[config.mk]
export PLATFORM = sky130hd
export DESIGN_NAME = dec_rr_arbiter
export DESIGN_NICKNAME = d
export VERILOG_FILES = /design/src/rtl/dec_arb_pkg.sv /design/src/rtl/decoder3to8.sv /design/src/rtl/rr_pick8.sv /design/src/rtl/dec_rr_arbiter.sv
export SDC_FILE = /design/constraint.sdc
export NUM_CORES = 1
export LEC_CHECK = 0
export ABC_AREA = 0
export CORE_ASPECT_RATIO = 0.5
export CORE_MARGIN = 2
export CORE_UTILIZATION = 40
export CTS_CLUSTER_DIAMETER = 100
export DETAILED_ROUTE_END_ITERATION = 8
export PLACE_DENSITY_LB_ADDON = 0.25
export SLEW_MARGIN = 10
export SYNTH_ARGS = -nofsm -noshare
export SYNTH_HDL_FRONTEND = slang
export SYNTH_HIERARCHICAL = 1
export SYNTH_SLANG_ARGS = --single-unit
[constraint.sdc]
create_clock -name clk -period 3.8 [get_ports clk]
set_input_delay 0.76 -clock clk [delete_from_list [all_inputs] [get_ports clk]]
set_output_delay 0.76 -clock clk [all_outputs]
set_load 0.01 [all_outputs]
[src/rtl/dec_arb_pkg.sv]
// Shared types and constants for the decoded round-robin arbiter.
// Imported by the arbiter top and its priority-pick sub-module.
package dec_arb_pkg;
  localparam int NREQ         = 8;
  localparam int IDX_W        = 3;
  localparam int MAX_HOLD_DEF = 15;
  localparam int HOLD_W_DEF   = 4;

  typedef enum logic {
    ST_IDLE  = 1'b0,
    ST_GRANT = 1'b1
  } state_e;
endpackage

[src/rtl/decoder3to8.sv]
// 3-to-8 one-hot decoder with an output enable; all-zero when disabled.
module decoder3to8 (
  input  logic [2:0] i_sel,
  input  logic       i_en,
  output logic [7:0] o_y
);
  assign o_y = i_en ? (8'd1 << i_sel) : 8'd0;
endmodule

[src/rtl/rr_pick8.sv]
// Combinational rotate-priority search: first set request bit at or after i_ptr.
// Rotates so i_ptr lands at bit 0, priority-encodes, then re-adds i_ptr mod 8.
module rr_pick8
  import dec_arb_pkg::*;
(
  input  logic [NREQ-1:0]  i_req,
  input  logic [IDX_W-1:0] i_ptr,
  output logic             o_any,
  output logic [IDX_W-1:0] o_idx
);
  logic [2*NREQ-1:0] w_dbl;
  logic [NREQ-1:0]   w_rot;
  logic [IDX_W-1:0]  w_off;

  assign w_dbl = {i_req, i_req};
  assign w_rot = w_dbl[i_ptr +: NREQ];

  // Descending scan so the lowest set bit of the rotated vector wins.
  always_comb begin
    w_off = '0;
    for (int i = NREQ - 1; i >= 0; i--) begin
      if (w_rot[i]) w_off = IDX_W'(i);
    end
  end

  assign o_any = |i_req;
  assign o_idx = w_off + i_ptr;
endmodule

[src/rtl/dec_rr_arbiter.sv]
// 8-requester round-robin arbiter with a hold-time limit; the registered grant
// index is decoded to a one-hot select for the shared downstream resource.
module dec_rr_arbiter
  import dec_arb_pkg::*;
#(
  parameter int MAX_HOLD = MAX_HOLD_DEF,
  parameter int HOLD_W   = HOLD_W_DEF
) (
  input  logic             clk,
  input  logic             rst_n,
  input  logic             en,
  input  logic [NREQ-1:0]  req,
  input  logic             done,
  output logic             grant_valid,
  output logic [IDX_W-1:0] grant_idx,
  output logic [NREQ-1:0]  grant_oh,
  output logic             preempt,
  output logic             o_dbg_state
);
  // With MAX_HOLD=0 the counter just saturates at all-ones and never times out.
  localparam logic [HOLD_W-1:0] HOLD_SAT = (MAX_HOLD == 0) ? {HOLD_W{1'b1}} : HOLD_W'(MAX_HOLD);

  state_e            r_state, w_state_nxt;
  logic [IDX_W-1:0]  r_idx, w_idx_nxt;
  logic [IDX_W-1:0]  r_ptr, w_ptr_nxt;
  logic [HOLD_W-1:0] r_hold, w_hold_nxt;
  logic              r_preempt, w_preempt_nxt;

  logic              w_any;
  logic [IDX_W-1:0]  w_win;
  logic              w_timeout;
  logic              w_owner_req;

  rr_pick8 u_pick (
    .i_req (req),
    .i_ptr (r_ptr),
    .o_any (w_any),
    .o_idx (w_win)
  );

  assign w_timeout   = (MAX_HOLD != 0) && (r_hold == HOLD_SAT);
  assign w_owner_req = req[r_idx];

  always_comb begin
    w_state_nxt   = r_state;
    w_idx_nxt     = r_idx;
    w_ptr_nxt     = r_ptr;
    w_hold_nxt    = r_hold;
    w_preempt_nxt = 1'b0;
    case (r_state)
      ST_IDLE: begin
        if (en && w_any) begin
          w_state_nxt = ST_GRANT;
          w_idx_nxt   = w_win;
          w_hold_nxt  = HOLD_W'(1);
        end
      end
      ST_GRANT: begin
        if (done || !w_owner_req || w_timeout) begin
          w_state_nxt   = ST_IDLE;
          w_ptr_nxt     = r_idx + 3'd1;
          w_hold_nxt    = '0;
          // Preempt flags only a pure timeout; a coincident release wins.
          w_preempt_nxt = w_timeout && !done && w_owner_req;
        end else if (r_hold != HOLD_SAT) begin
          w_hold_nxt = r_hold + HOLD_W'(1);
        end
      end
      default: w_state_nxt = ST_IDLE;
    endcase
  end

  always_ff @(posedge clk or negedge rst_n) begin
    if (!rst_n) begin
      r_state   <= ST_IDLE;
      r_idx     <= '0;
      r_ptr     <= '0;
      r_hold    <= '0;
      r_preempt <= 1'b0;
    end else begin
      r_state   <= w_state_nxt;
      r_idx     <= w_idx_nxt;
      r_ptr     <= w_ptr_nxt;
      r_hold    <= w_hold_nxt;
      r_preempt <= w_preempt_nxt;
    end
  end

  assign grant_valid = (r_state == ST_GRANT);
  assign grant_idx   = r_idx;
  assign preempt     = r_preempt;
  assign o_dbg_state = r_state;

  decoder3to8 u_dec (
    .i_sel (r_idx),
    .i_en  (grant_valid),
    .o_y   (grant_oh)
  );
endmodule

==> results of run 1 <==
-- synthesized netlist by cell type (all sizes together) (2+ instances only) --
library cell   n  area share (%)
buf            5             3.1
ha             3             2.9
mux2i          9             6.9
nand2          9             2.6
inv            7             2.0
nor4           2            0.96
and4b          3             2.5
nor2b          6             2.9
dfrtp         12              23
nand3          4             1.5
mux4           7              14
and4bb         3             2.9
o2111ai        2             1.3
o211ai         3             1.7
nor2           5             1.4
xnor2          2             1.3
a21oi          2            0.77
mux2          10             9.8
-- final cells by class --
cell class / count / area [um^2] / area share [%]
multi-input cells: 92 / 931 / 54.7
repair buffers: 37 / 340 / 20.0
flip-flops and latches: 12 / 300 / 17.6
clock buffers: 4 / 55.1 / 3.23
well taps: 40 / 50.0 / 2.94
inverters: 7 / 26.3 / 1.54
-- per-stage QoR --
step | hold slack (ps) | area (um^2) | total power, W
6_report | 531 | 1700 | 0.00140
4_1_cts | 531 | 1700 | 0.00140
2_1_floorplan | 464 | 1300 | 0.000989
3_5_place_dp | 518 | 1650 | 0.00125
5_1_grt | 572 | 1700 | 0.00151
3_3_place_gp | 513 | 1650 | 0.00123
-- worst max-delay path by stage --
| stage | start | to | slack (ps) | cells past startpoint |
|---|---|---|---|---|
| 3_5_place_dp | req[5] | grant_idx[2]$_DFFE_PN0P_ | -30 | 12 |
| 2_1_floorplan | req[7] | grant_idx[2]$_DFFE_PN0P_ | 620 | 11 |
| 6_report | req[5] | grant_idx[2]$_DFFE_PN0P_ | 200 | 12 |
| 4_1_cts | req[5] | grant_idx[2]$_DFFE_PN0P_ | 220 | 12 |
| 5_1_grt | req[5] | grant_idx[2]$_DFFE_PN0P_ | 20 | 12 |
| 3_3_place_gp | req[5] | grant_idx[2]$_DFFE_PN0P_ | 60 | 12 |
-- cells by family (layout without fill, tap and decap cells) --
logic type,Yosys count,after routing,synth area share [%]
flip-flops,12,12,23.1
buffers and inverters,13,48,5.38
multiplexers,26,26,30.9
XOR/XNOR,3,3,2.02
AND/OR/NAND/NOR,40,40,19.8
AO/OA/AOI/OAI,19,19,14.4
adder cells (fa/ha/maj),4,4,4.42
-- power groups by stage --
stage / Combinational [W] / Clock [W] / Sequential [W]
floorplan: 0.000724 / 0 / 0.000264
global placement: 0.000911 / 0 / 0.000322
detailed placement: 0.000930 / 0 / 0.000323
CTS: 0.000935 / 0.000145 / 0.000321
global route: 0.00102 / 0.000155 / 0.000340
finish: 0.000933 / 0.000141 / 0.000323
-- critical path, delay by kind of cell --
| kind | cells | cell delay (ps) |
|---|---|---|
| compound gates | 3 | 560 |
| xor+xnor | 2 | 340 |
| fa+ha+maj | 2 | 550 |
| buf+inv | 2 | 540 |
| mux | 3 | 980 |
-- metal layers --
layer | share of wire [%] | GRT usage, %
met1 | 48 | 22.9
met2 | 49 | 31.3
met3 | 2.2 | 2.80
met4 | 0.39 | 2.86
met5 | 0 | 0
-- sequential cells by signal (all words and copies together) (netlist names) --
name and cells:
grant_idx 3, preempt 1, r_ptr 3, r_hold 4, grant_valid 1
-- cells in the final DEF, fill, tap and decap left out, types with 2 or more instances in the layout --
master and count:
a21oi_1 2, and4b_2 2, and4bb_1 2, buf_4 12
clkbuf_8 4, clkdlybuf4s50_1 25, dfrtp_1 12, ha_1 3
inv_1 7, mux2_2 6, mux2_4 4, mux2i_1 9
mux4_1 7, nand2_1 9, nand3_1 4, nor2_1 5
nor2b_1 6, nor4_1 2, o2111ai_1 2, o211ai_1 3
xnor2_1 2
==> flow_summary.ini, run 1 <==
[floorplanning]
fp.coreArea_um2 = 3050
io_pins = 26
start_util_pct = 42.7
fp-row-count = 14
die_x_um = 84.7
dieArea_um2 = 3750
die_h_um = 44.3

[sta]
finalCriticalPeriod_ps = 3600
finalHoldViolCount = 0
grt_setup_unrepaired = no
tns_ps = 0
setup_viol = 0
layout_setup_ws_ps = 197
clock_skew_ps = 1.57
tightest_slew_ps = 587
fmax_ghz = 0.278
relSlewSlack_pct = 60.9
final_max_slew_viol_count = 0
period_share_pct = 94.8

[clock_tree]
post_cts_buffers = 0
cts_buffers = 3
path_clk_slew_ps = 60
cts_tree = done
clock-sinks = 12
cts_resized = 0
clk_latency_ps = 240
root_buffer = clkbuf_8
cts_buffer_depth = 2
postCtsHoldBufs = 0
htree_num_levels = 1

[pwr]
power_density_nw_per_um2 = 820
cellInternalPower_w = 0.000809
power_frac_comb_pct = 66.8
sequentialPowerShare_pct = 23.1
p_clk_share_pct = 10.1
ir_drop_mv = 0.300
leakagePower_nw = 0.738
switching_share_pct = 42.1
switchingPower_w = 0.000587

[global_routing]
grt_pass1_vias = 1078
grt_max_degree = 19
gr-total-overflow = 0
antenna_found_initial = 0
grtUsageTotal_pct = 17.3
grt_pass1_wl_um = 5100

[critical_path]
path_class = input port to register
slowest_delay_ps = 530
critical_path.cell_chain = clkdlybuf4s50_1 -> mux4_1 -> mux2i_1 -> o311ai_0 -> a21bo_2 -> a31oi_1 -> ha_1 -> inv_1 -> fa_1 -> xnor2_1 -> xnor2_1 -> mux2_2
r2r_slack_ps = 670
ff2ff_path_depth = 11
cp_slowest_cell = mux4_1
end_kind = register
crit_fanout = 5
r2r_end = grant_idx[2]$_DFFE_PN0P_
cpMostUsedCell = xnor2_1
r2r_start = r_ptr[0]$_DFFE_PN0P_
cp.arrival_ps = 3730
required_ps = 3930
cp-start-kind = input port

[place]
dp_slack_ps = -26.6
dp_cells = 188
gp_congestion = 0.816
io_buffers = 25
hpwl_um = 2360

[min_path]
min_path_cells = 1
min_from = r_hold[1]$_DFFE_PN0P_
min_to = r_hold[1]$_DFFE_PN0P_
hp-class = register to register

[cells_and_area]
drive_gt1_share_pct = 23.7
fin_util_pct = 55.9
nFillCells = 276
final_cells = 192
nets = 169
syn_to_final_growth_pct = 30.9
antennaDiodeCount = 0

[detailed_routing]
ant_nets = 0
wl_per_cell_um = 15.9
vias = 1094
firstDrtPassIters = 4
drt_wl_total_um = 3060
drt-initial-drc-count = 60
drc = 0
via_per_inst = 5.70

[outcome]
status = finished clean

[logic_synthesis]
ys.flop_type = dfrtp_1
yosysWarnings = 6
netlist_instances = 117
synth.avg_cell_area_um2 = 11.1
synthArstFlopShare_pct = 100
synth-edff-count = 0
ys_ff_latch = 12
netlist_area_um2 = 1300
synth_nets = 133
ys_types = 46
yosysSeqAreaShare_pct = 23.1

[job]
drv_cap = 0
Note: power is estimated with default switching activity, not from simulation.
==> inputs of run 2 (changes only) <==
- GPL_TIMING_DRIVEN: default -> 1
==> results of run 2 <==
No change in the layout: final DEF, timing and power equal those of run 1.
==> inputs of run 3 (changes only) <==
--- a/constraint.sdc
+++ b/constraint.sdc
@@ -3,2 +3,2 @@
 set_output_delay 0.76 -clock clk [all_outputs]
-set_load 0.01 [all_outputs]
+set_load 0.05 [all_outputs]
==> results of run 3 <==
The final DEF is identical to that of run 1. Status: finished clean.
Main changes from that run: total power 0.00140 W -> 0.00155 W; worst IR drop on VDD 0.300 mV -> 0.320 mV
